==> src/rtl/parking_timer_scheduler_pkg.sv <==
// Shared definitions for the parking timer scheduler: FSM state encoding,
// default slot/timer sizing and the round-robin pointer advance helper.
package parking_timer_scheduler_pkg;

  localparam int DEF_NUM_SLOTS = 4;
  localparam int DEF_TIMER_W   = 10;

  typedef enum logic {
    ST_IDLE   = 1'b0,
    ST_REPORT = 1'b1
  } state_e;

  // Next search start after a grant: one past the winner, wrapping at n.
  function automatic int next_index(input int idx, input int n);
    return (idx + 1 == n) ? 0 : idx + 1;
  endfunction

endpackage

==> src/rtl/parking_timer_scheduler_rr_arbiter.sv <==
// Combinational round-robin arbiter: picks the first requester at or after
// i_ptr. The pointer register itself lives in the parent.
module parking_timer_scheduler_rr_arbiter #(
  parameter int N     = 4,
  parameter int IDX_W = $clog2(N)
) (
  input  logic [N-1:0]     i_req,
  input  logic [IDX_W-1:0] i_ptr,
  output logic [N-1:0]     o_grant,
  output logic [IDX_W-1:0] o_idx,
  output logic             o_valid
);

  logic [IDX_W-1:0] w_j;

  always_comb begin
    // NOTE: every output gets a default before the search so no path leaves a value held, which would infer a latch.
    o_grant = '0;
    o_idx   = '0;
    o_valid = 1'b0;
    w_j     = '0;
    for (int k = 0; k < N; k++) begin
      w_j = IDX_W'((int'(i_ptr) + k) % N);
      if (!o_valid && i_req[w_j]) begin
        o_valid       = 1'b1;
        o_grant[w_j]  = 1'b1;
        o_idx         = w_j;
      end
    end
  end

endmodule

==> src/rtl/parking_timer_scheduler.sv <==
// Shares one free-running timer among parking slots: stamps entries, reports
// exit durations over valid/ready. Optional per-slot stay alarm: STAY_ALARM_EN.
module parking_timer_scheduler
  import parking_timer_scheduler_pkg::*;
#(
  parameter int NUM_SLOTS = DEF_NUM_SLOTS,
  parameter int TIMER_W   = DEF_TIMER_W
`ifdef STAY_ALARM_EN
  ,
  parameter int MAX_STAY  = 900
`endif
) (
  input  logic                         clk,
  input  logic                         reset,
  input  logic [TIMER_W-1:0]           timer_count,
  input  logic [NUM_SLOTS-1:0]         entry_req,
  input  logic [NUM_SLOTS-1:0]         exit_req,
  output logic [NUM_SLOTS-1:0]         entry_ack,
  output logic [NUM_SLOTS-1:0]         exit_ack,
  output logic [NUM_SLOTS-1:0]         occupied,
  output logic                         rpt_valid,
  input  logic                         rpt_ready,
  output logic [$clog2(NUM_SLOTS)-1:0] rpt_slot,
  output logic [TIMER_W-1:0]           rpt_duration,
  output logic [NUM_SLOTS-1:0]         stay_alarm
);

  localparam int IDX_W = $clog2(NUM_SLOTS);

  state_e               r_state, w_next_state;
  logic [IDX_W-1:0]     r_ptr;
  logic [NUM_SLOTS-1:0] r_occupied;
  logic [TIMER_W-1:0]   r_stamp [NUM_SLOTS];
  logic [NUM_SLOTS-1:0] r_entry_ack, r_exit_ack;
  logic                 r_rpt_valid;
  logic [IDX_W-1:0]     r_rpt_slot;
  logic [TIMER_W-1:0]   r_rpt_duration;

  logic [NUM_SLOTS-1:0] w_eligible, w_req, w_grant;
  logic [IDX_W-1:0]     w_idx;
  logic                 w_grant_valid, w_is_exit, w_accept;

  // A request only counts if it matches the slot's current occupancy.
  assign w_eligible = (entry_req & ~r_occupied) | (exit_req & r_occupied);
  assign w_req      = (r_state == ST_IDLE) ? w_eligible : '0;
  assign w_is_exit  = r_occupied[w_idx];

  parking_timer_scheduler_rr_arbiter #(.N(NUM_SLOTS), .IDX_W(IDX_W)) u_arb (
    .i_req   (w_req),
    .i_ptr   (r_ptr),
    .o_grant (w_grant),
    .o_idx   (w_idx),
    .o_valid (w_grant_valid)
  );

  always_comb begin
    w_next_state = r_state;
    w_accept     = 1'b0;
    case (r_state)
      ST_IDLE:   if (w_grant_valid && w_is_exit) w_next_state = ST_REPORT;
      ST_REPORT: begin
        w_accept = rpt_ready;
        if (rpt_ready) w_next_state = ST_IDLE;
      end
    endcase
  end

  // NOTE: sequential state uses non-blocking assignments so every register samples pre-edge values.
  always_ff @(posedge clk or negedge reset) begin
    if (!reset) r_state <= ST_IDLE;
    else        r_state <= w_next_state;
  end

  always_ff @(posedge clk or negedge reset) begin
    if (!reset) begin
      r_ptr          <= '0;
      r_occupied     <= '0;
      r_entry_ack    <= '0;
      r_exit_ack     <= '0;
      r_rpt_valid    <= 1'b0;
      r_rpt_slot     <= '0;
      r_rpt_duration <= '0;
      // NOTE: the stamp array is reset too, so a stale stamp can never leak into a duration or alarm.
      for (int i = 0; i < NUM_SLOTS; i++) r_stamp[i] <= '0;
    end else begin
      r_entry_ack <= '0;
      r_exit_ack  <= '0;
      if (w_accept) r_rpt_valid <= 1'b0;
      if (w_grant_valid) begin
        r_ptr <= IDX_W'(next_index(int'(w_idx), NUM_SLOTS));
        if (w_is_exit) begin
          r_occupied[w_idx] <= 1'b0;
          r_exit_ack        <= w_grant;
          r_rpt_valid       <= 1'b1;
          r_rpt_slot        <= w_idx;
          r_rpt_duration    <= timer_count - r_stamp[w_idx];
        end else begin
          r_occupied[w_idx] <= 1'b1;
          r_entry_ack       <= w_grant;
          r_stamp[w_idx]    <= timer_count;
        end
      end
    end
  end

  assign entry_ack    = r_entry_ack;
  assign exit_ack     = r_exit_ack;
  assign occupied     = r_occupied;
  assign rpt_valid    = r_rpt_valid;
  assign rpt_slot     = r_rpt_slot;
  assign rpt_duration = r_rpt_duration;

`ifdef STAY_ALARM_EN
  logic [NUM_SLOTS-1:0] r_stay_alarm;
  logic [TIMER_W-1:0]   w_elapsed [NUM_SLOTS];

  always_comb begin
    for (int i = 0; i < NUM_SLOTS; i++) w_elapsed[i] = timer_count - r_stamp[i];
  end

  always_ff @(posedge clk or negedge reset) begin
    if (!reset) begin
      r_stay_alarm <= '0;
    end else begin
      for (int i = 0; i < NUM_SLOTS; i++) begin
        if (w_grant_valid && w_is_exit && w_grant[i]) r_stay_alarm[i] <= 1'b0;
        else r_stay_alarm[i] <= r_occupied[i] && (w_elapsed[i] >= TIMER_W'(MAX_STAY));
      end
    end
  end

  assign stay_alarm = r_stay_alarm;
`else
  assign stay_alarm = '0;
`endif

endmodule

==> config.mk <==
export PLATFORM = sky130hd
export DESIGN_NAME = parking_timer_scheduler
export DESIGN_NICKNAME = d
export VERILOG_FILES = /design/src/rtl/parking_timer_scheduler_pkg.sv /design/src/rtl/parking_timer_scheduler_rr_arbiter.sv /design/src/rtl/parking_timer_scheduler.sv
export SDC_FILE = /design/constraint.sdc
export NUM_CORES = 1
export LEC_CHECK = 0
export BUFFER_PORTS_ARGS = -buffer_cell sky130_fd_sc_hd__buf_2
export CORE_MARGIN = 4
export CORE_UTILIZATION = 45
export DETAILED_ROUTE_END_ITERATION = 6
export SKIP_CTS_REPAIR_TIMING = 1
export SYNTH_ARGS = -nofsm -noshare
export SYNTH_HDL_FRONTEND = slang
export SYNTH_HIERARCHICAL = 1
export SYNTH_SLANG_ARGS = --single-unit
==> constraint.sdc <==
create_clock -name clk -period 5.79 [get_ports clk]
set_clock_uncertainty 0.2 [all_clocks]
set_input_delay 0 -clock clk [delete_from_list [all_inputs] [get_ports clk]]
set_output_delay 0 -clock clk [all_outputs]
set_load 0.01 [all_outputs]
==> results.cfg, run 1 <==
[worst_setup_path]
cp.arrival_ps = 4720
path_class = flip-flop to flip-flop
cp-start-kind = flip-flop
crit_fanout = 10
critPathRequiredTime_ps = 5810
end_kind = flip-flop

[yosys]
synth-edff-count = 0
synth_top_flop_cell = dfrtp_1
synth-seq-area-share = 0.455
syn_area_um2 = 3740
synth_top_area_frac = 0.455
async_reset_ff_frac = 1.00
yosysTopAreaCell = dfrtp_1
synth_seq_cells = 68
yosys_warnings = 6
ys_top_cells_by_area = dfrtp_1 45%, mux2_1 8.1%, mux4_2 7.8%
synthDistinctLibCells = 46
synth_cells = 302
synth_area_per_cell_um2 = 12.4

[global_route]
grt_use_met3 = 0.0351
grt_pass1_vias = 2486
grt_pass1_wl_um = 12600
gr-total-overflow = 0
grt_max_degree = 69
top_usage_layer = met2
grt_util_met2 = 0.237
use_met1 = 0.234
grt_use_total = 0.160
antenna_found_initial = 0

[layout]
fillers = 685
design_area_um2 = 4350
layout_commonest_cell = dfrtp_1
nNetsFinal = 401
antennaDiodeCount = 0
mostFrequentLayoutCells = 68 x dfrtp_1, 45 x buf_2, 27 x mux2_1, 24 x nand2_1, 18 x ha_1
drive_above_1_share = 0.273
syn_to_final_growth_pct = 16.2

[route]
vias = 2491
drt-initial-drc-count = 97
ant_nets = 0
drt_first_pass_iters = 5
drcViolationCount = 0
routed_wl_um = 7360
wl_per_cell_um = 15.7
viasPerCell = 5.32

[floorplan]
initial_core_util = 0.474
ios = 50
die_w_um = 99.2
die_area_um2 = 9840
die_h_um = 99.2
core_um2 = 7890
rows = 32

[cts]
path_clk_slew_ps = 80
htree_levels = 3
cts-root-buf = clkbuf_8
ctsLongestPathBuffers = 2
clock_latency_ps = 340
cts_buffers = 9
cts_tree = yes
cts.sinks = 68

[placed_design]
place_area_um2 = 4030
dpl.hpwl_um = 5330
gp_congestion = 0.822
io_buffers = 45

[sta]
final_max_slew_viol_count = 0
fmax_mhz = 213
finalHoldViolations = 0
grt_setup_unrepaired = no
max_slew.worst_pin.slew_ps = 850
tns_ps = 0
setup_viol = 0
post-route-min-period_ps = 4700
hold_slack_ps = 190
relSlewSlack = 0.433
fin_crit_sh = 0.812

[status]
status = completed

[job]
cap_viol_max_count = 0

[hold_path]
hold_class = input pin to asynchronous set/reset pin
worst max-delay path, stage by stage (launching register included):
cell and delay (ps):
dfrtp_1 510, inv_1 150, ha_1 370, mux4_2 440, o311ai_0 360, a32o_1 550
buf_4 260, mux4_2 300, inv_1 80, ha_1 270, o21a_1 120, o31a_1 130
o31ai_1 420, o21ai_0 130, a221o_1 300
layout make-up:
type | instances | area (um2) | area share
multi-input cells | 204 | 1880 | 0.433
flip-flops and latches | 68 | 1700 | 0.391
clock buffers | 13 | 149 | 0.0342
repair buffers | 62 | 383 | 0.0880
inverters | 16 | 60.1 | 0.0138
well taps | 102 | 128 | 0.0293
clock inverters | 3 | 46.3 | 0.0106
per-stage QoR:
stage	setup slack (ps)	instances	utilization
after floorplan	944	305	-
after global placement	1080	440	0.511
after detailed placement	1060	440	0.511
after CTS	1040	456	0.536
after global routing	650	468	0.551
final	1090	468	0.551
state kept, by name, summed over array words and instances (netlist names), named ones only:
| signal | cells |
|---|---|
| rpt_slot | 2 |
| rpt_duration | 10 |
| entry_ack | 4 |
| exit_ack | 4 |
| r_state | 1 |
| rpt_valid | 1 |
| r_ptr | 2 |
| r_stamp | 40 |
cell usage after synthesis (5+ instances only):
| cell type | number |
|---|---|
| mux4_2 | 13 |
| a21o_1 | 5 |
| mux2i_1 | 6 |
| inv_1 | 16 |
| a22oi_1 | 8 |
| a21oi_1 | 5 |
| mux2_2 | 17 |
| buf_4 | 7 |
| nand2_1 | 24 |
| ha_1 | 18 |
| mux2_1 | 27 |
| dfrtp_1 | 68 |
| nor2_1 | 9 |
| o21ai_0 | 14 |
path summary, 6_finish.rpt:
kind	start	endpoint	slack, ps	cells after the start
max	r_ptr[1]	rpt_duration[9]	1090	14
min	reset	rpt_duration[4]	190	3
max reg2reg	r_ptr[1]	rpt_duration[9]	1090	14
min reg2reg	rpt_duration[1]	rpt_duration[1]	270	2
max in group asynchronous	reset	asynchronous set/reset pin	4650	3
min in group clk	rpt_ready	r_state	200	3
kinds of logic (layout without fill, tap and decap cells):
logic type,Yosys count,after routing,share of synthesized area
buffers and inverters,33,94,0.0491
DFF,68,68,0.455
adders and majority gates,19,19,0.0655
AOI/OAI and AO/OA,54,54,0.0956
muxes,65,65,0.241
and+or+nand+nor,56,56,0.0792
xor gates and xnor gates,6,6,0.0140
other,1,4,0.00100
metal layers:
layer	routed length, um	up-vias
li1	-	1204
met1	3740	1226
met2	3240	53
met3	288	8
met4	87	0
met5	0	-
Power of run 1 is not shown: default switching activity piles up to over one toggle a cycle in this logic, so the estimate is an artifact.
==> inputs of run 2 (changes only) <==
--- a/config.mk
+++ b/config.mk
@@ -5,6 +5,7 @@
 export SDC_FILE = /design/constraint.sdc
 export NUM_CORES = 1
 export LEC_CHECK = 0
+export ABC_AREA = 1
 export BUFFER_PORTS_ARGS = -buffer_cell sky130_fd_sc_hd__buf_2
 export CORE_MARGIN = 4
 export CORE_UTILIZATION = 45
==> constraint.sdc (replaced) <==
create_clock -name clk -period 4.5 [get_ports clk]
set_clock_uncertainty 0.2 [all_clocks]
set_input_delay 0 -clock clk [delete_from_list [all_inputs] [get_ports clk]]
set_output_delay 0 -clock clk [all_outputs]
set_load 0.01 [all_outputs]
==> results.cfg, run 2 <==
[status]
status = finished, violations left
violations = negative hold slack

[worst_setup_path]
cp_num_cells = 21
crit_chain = inv_2 -> ha_1 -> inv_1 -> nand2_1 -> nand2_2 -> nor2_4 -> nand3_1 -> nand3_1 -> buf_4 -> o21ai_0 -> o22ai_1 -> ha_1 -> inv_1 -> fa_1 -> nand3_1 -> nand2_1 -> nand2_1 -> nand2_1 -> or2_2 -> nand3_1 -> nand2_1
crit_buf_inv = 4
path_delay_family = simple AND/OR/NAND/NOR gates
cp.arrival_ps = 4120
slowest_stage = dfrtp_1
cp-start-kind = flip-flop
path_class = flip-flop to flip-flop
crit_fanout = 26
rr_startpoint = r_ptr[0]
crit_path_max_incr_delay_ps = 520
ff2ff_setup_slack_ps = 420
critPathRequiredTime_ps = 4540
r2r-end = rpt_duration[6]
reg2reg_depth = 21
end_kind = flip-flop
crit_top_cell = nand2_1

[floorplan]
core_um2 = 8220
rows = 33
die_area_um2 = 9990
initial_core_util = 0.463
ios = 50
die_h_um = 100
die_w_um = 100

[route]
ant_nets = 0
wl_met2_um = 4610
top_layer = met4
dr_wl_met3_um = 294
viasPerCell = 5.13
drcViolationCount = 0
drt-initial-drc-count = 185
routed_wl_um = 9240
drt_first_pass_iters = 4
wl_per_cell_um = 14.2
vias = 3328
wirelength_met1_um = 4200

[global_route]
grt_max_degree = 43
grt_pass1_vias = 3201
antenna_found_initial = 0
grt_pass1_wl_um = 15800
grt_use_total = 0.199
gr-total-overflow = 0

[sta]
tns_ps = 0
fmax_mhz = 245
hold_slack_ps = -15.1
grt_setup_unrepaired = no
finalHoldViolations = 26
relSlewSlack = 0.536
final_max_slew_viol_count = 0
fin_crit_sh = 0.906
post-route-min-period_ps = 4080
max_slew.worst_pin.slew_ps = 694
setup_viol = 0

[placed_design]
dpl.hpwl_um = 6630
gp_congestion = 0.893
io_buffers = 45
placedCellCount = 621

[yosys]
yosysMostFrequentCell = nand2_1
synthMuxAreaShare = 0
yosysTopAreaCell = dfrtp_1
syn_area_um2 = 3800
synth_area_per_cell_um2 = 7.86
synth_top_area_frac = 0.447
ys_top_cells_by_area = dfrtp_1 45%, nand2_1 15%, o21ai_0 6.7%
synthDistinctLibCells = 31
synth-seq-area-share = 0.447
synth_seq_cells = 68
synthTopCellsByCount = 152 x nand2_1, 68 x dfrtp_1, 51 x o21ai_0
synth_top_family_by_area = simple AND/OR/NAND/NOR gates
yosys_warnings = 6
synth_cells = 484
synthAdderAreaFrac = 0.0645
synthSimpleGateAreaFrac = 0.262
async_reset_ff_frac = 1.00
synth_top_flop_cell = dfrtp_1
synth_compound_area_frac = 0.142
synth-edff-count = 0
synth_xor_area_frac = 0.00691

[layout]
syn_to_final_growth_pct = 17.2
nNetsFinal = 579
regMostFlops = r_stamp
antennaDiodeCount = 0
final_core_util = 0.543
drive_above_1_share = 0.154
largest_reg_flops = 40
mostFrequentLayoutCells = 152 x nand2_1, 68 x dfrtp_1, 51 x o21ai_0, 45 x buf_2, 42 x inv_1
fillers = 827
final_cells = 649
layout_commonest_cell = nand2_1

[cts]
cts.sinks = 68
path_clk_slew_ps = 80
htree_levels = 3
cts_buffers = 9
cts-root-buf = clkbuf_8
ctsLongestPathBuffers = 2
cts_tree = yes
clock_latency_ps = 350

[hold_path]
hold_class = input pin to asynchronous set/reset pin

[job]
cap_viol_max_count = 0
[run 2: worst max-delay path by stage]
| stage | slack [ps] | to | from |
|---|---|---|---|
| final | 420 | rpt_duration[6] | r_ptr[0] |
| after global routing | 30 | rpt_duration[6] | r_ptr[0] |
| after CTS | 310 | rpt_duration[6] | r_ptr[0] |
| after detailed placement | 330 | rpt_duration[6] | r_ptr[0] |
| after global placement | 440 | rpt_duration[6] | r_ptr[0] |
| after floorplan | 520 | rpt_duration[6] | r_ptr[0] |
[run 2: layout make-up]
cell class,count,area [um2],share of cell area
multi-input combinational,354,1830,0.410
sequential,68,1700,0.382
timing repair buffer,62,383,0.0859
inverter,44,165,0.0370
clock buffer,10,138,0.0309
tap,105,131,0.0295
clock inverter,6,111,0.0250
[run 2: cell families (layout without fill, tap and decap cells)]
kind of cell    after synthesis  in the layout
flops                        68             68
simple gates                231            231
fa+ha+maj                    19             19
compound gates               97             97
xor+xnor                      3              3
buf+inv                      65            122
other cells                   1              4
[run 2: metal layers]
layer  vias up  global-route usage
met3        14              0.0215
met4         0              0.0788
met2        62               0.325
met1      1570               0.270
met5         -                   0
li1       1682                   -
[run 2: metrics by stage]
stage	area, um2	hold WS (ps)	setup slack, ps
2_1_floorplan	3820	-496	520
3_3_place_gp	4090	-159	442
3_5_place_dp	4090	-154	327
4_1_cts	4340	-539	307
5_1_grt	4460	45.9	26.0
6_report	4460	-15.1	422
Power of run 2 is left out for the same reason.
==> inputs of run 3 (changes only) <==
--- a/config.mk
+++ b/config.mk
@@ -10,6 +10,7 @@
 export CORE_MARGIN = 4
 export CORE_UTILIZATION = 45
 export DETAILED_ROUTE_END_ITERATION = 6
+export RECOVER_POWER = 50
 export SKIP_CTS_REPAIR_TIMING = 1
 export SYNTH_ARGS = -nofsm -noshare
 export SYNTH_HDL_FRONTEND = slang
==> results.cfg, run 3 (synthesis gave the netlist of run 2 again) <==
[layout]
nNetsFinal = 579
final_cells = 649
syn_to_final_growth_pct = 16.2
layout_commonest_cell = nand2_1
mostFrequentLayoutCells = 152 x nand2_1, 68 x dfrtp_1, 51 x o21ai_0, 42 x inv_1, 30 x nand3_1
regMostFlops = r_stamp
largest_reg_flops = 40
antennaDiodeCount = 0
fillers = 839
drive_above_1_share = 0.105

[cts]
ctsLongestPathBuffers = 2
clock_latency_ps = 350
path_clk_slew_ps = 70
cts-root-buf = clkbuf_8
htree_levels = 3
cts_tree = yes
cts.sinks = 68
cts_buffers = 9

[global_route]
grt_pass1_vias = 3201
gr-total-overflow = 0
grt_max_degree = 43
grt_pass1_wl_um = 15800
grt_use_total = 0.199
antenna_found_initial = 0

[sta]
fmax_mhz = 245
grt_setup_unrepaired = no
post-route-min-period_ps = 4080
finalHoldViolations = 0
tns_ps = 0
fin_crit_sh = 0.907
max_slew.worst_pin.slew_ps = 2200
setup_viol = 0
final_max_slew_viol_count = 43
relSlewSlack = -0.465

[floorplan]
ios = 50
rows = 33
die_w_um = 100
die_h_um = 100
core_um2 = 8220
die_area_um2 = 9990
initial_core_util = 0.463

[placed_design]
io_buffers = 45
gp_congestion = 0.893
placedCellCount = 621
dpl.hpwl_um = 6630

[route]
ant_nets = 0
routed_wl_um = 9250
drt-initial-drc-count = 171
wl_per_cell_um = 14.3
vias = 3309
viasPerCell = 5.10
drt_first_pass_iters = 4
drcViolationCount = 0

[worst_setup_path]
cp.arrival_ps = 4130
slowest_stage = dfrtp_1
crit_chain = inv_2 -> ha_1 -> inv_1 -> nand2_1 -> nand2_2 -> nor2_4 -> nand4_1 -> nand3_1 -> buf_4 -> o21ai_0 -> o22ai_1 -> ha_1 -> inv_1 -> fa_1 -> nand3_1 -> nand2_1 -> nand2_1 -> nand2_1 -> or2_2 -> nand3_1 -> nand2_1
end_kind = flip-flop
crit_top_cell = nand2_1
critPathRequiredTime_ps = 4540
crit_fanout = 26
cp-start-kind = flip-flop
crit_path_max_incr_delay_ps = 520
path_class = flip-flop to flip-flop

[status]
violations = max-capacitance violations, max-slew violations
status = finished, violations left

[hold_path]
hold_class = flip-flop to flip-flop

[job]
cap_viol_max_count = 1
run 3: cell types whose count changed in the layout (fill, tap and decap cells not counted), sizes merged:
cell,previous run,this run
buf,50,23
clkbuf,10,37
run 3: layer usage:
metal  track usage  share of wire  vias up  wire, um
met5             0              0        -         0
met1         0.270           0.46     1565      4220
met3        0.0215          0.026       13       242
met4        0.0788          0.018        0       164
li1              -              -     1679         -
met2         0.325           0.50       52      4620
run 3: cell type report:
cell class / instances / area, um2 / share of cell area
tap: 105 / 131 / 0.0297
clock buffer: 10 / 138 / 0.0311
multi-input combinational: 354 / 1830 / 0.413
inverter: 44 / 165 / 0.0374
sequential: 68 / 1700 / 0.385
timing repair buffer: 62 / 347 / 0.0784
clock inverter: 6 / 111 / 0.0252
run 3: per-stage QoR:
step / setup slack, ps / util / cell area, um2 / hold slack (ps)
after global routing: 26.0 / 0.538 / 4420 / 305
after floorplan: 520 / - / 3820 / -496
final: 417 / 0.538 / 4420 / 273
after detailed placement: 327 / 0.497 / 4090 / -154
after CTS: 307 / 0.528 / 4340 / -539
after global placement: 442 / 0.497 / 4090 / -159
run 3: critical path: cells and delay by family (launching register included):
family          cells  cell delay (ps)
simple gates       12             1340
buf+inv             4              650
compound gates      2              310
flops               1              520
fa+ha+maj           3              970
run 3: path summary, 6_finish.rpt:
check | cells past startpoint | slack [ps] | start | end
setup / recovery | 21 | 420 | r_ptr[0] | rpt_duration[6]
hold / removal | 2 | 270 | rpt_duration[1] | rpt_duration[1]
setup reg to reg | 21 | 420 | r_ptr[0] | rpt_duration[6]
hold reg to reg | 2 | 270 | rpt_duration[1] | rpt_duration[1]
max in group asynchronous | 3 | 1060 | reset | r_ptr[1]
min in group asynchronous | 2 | 310 | reset | r_stamp[14]
Power of run 3 is left out for the same reason.
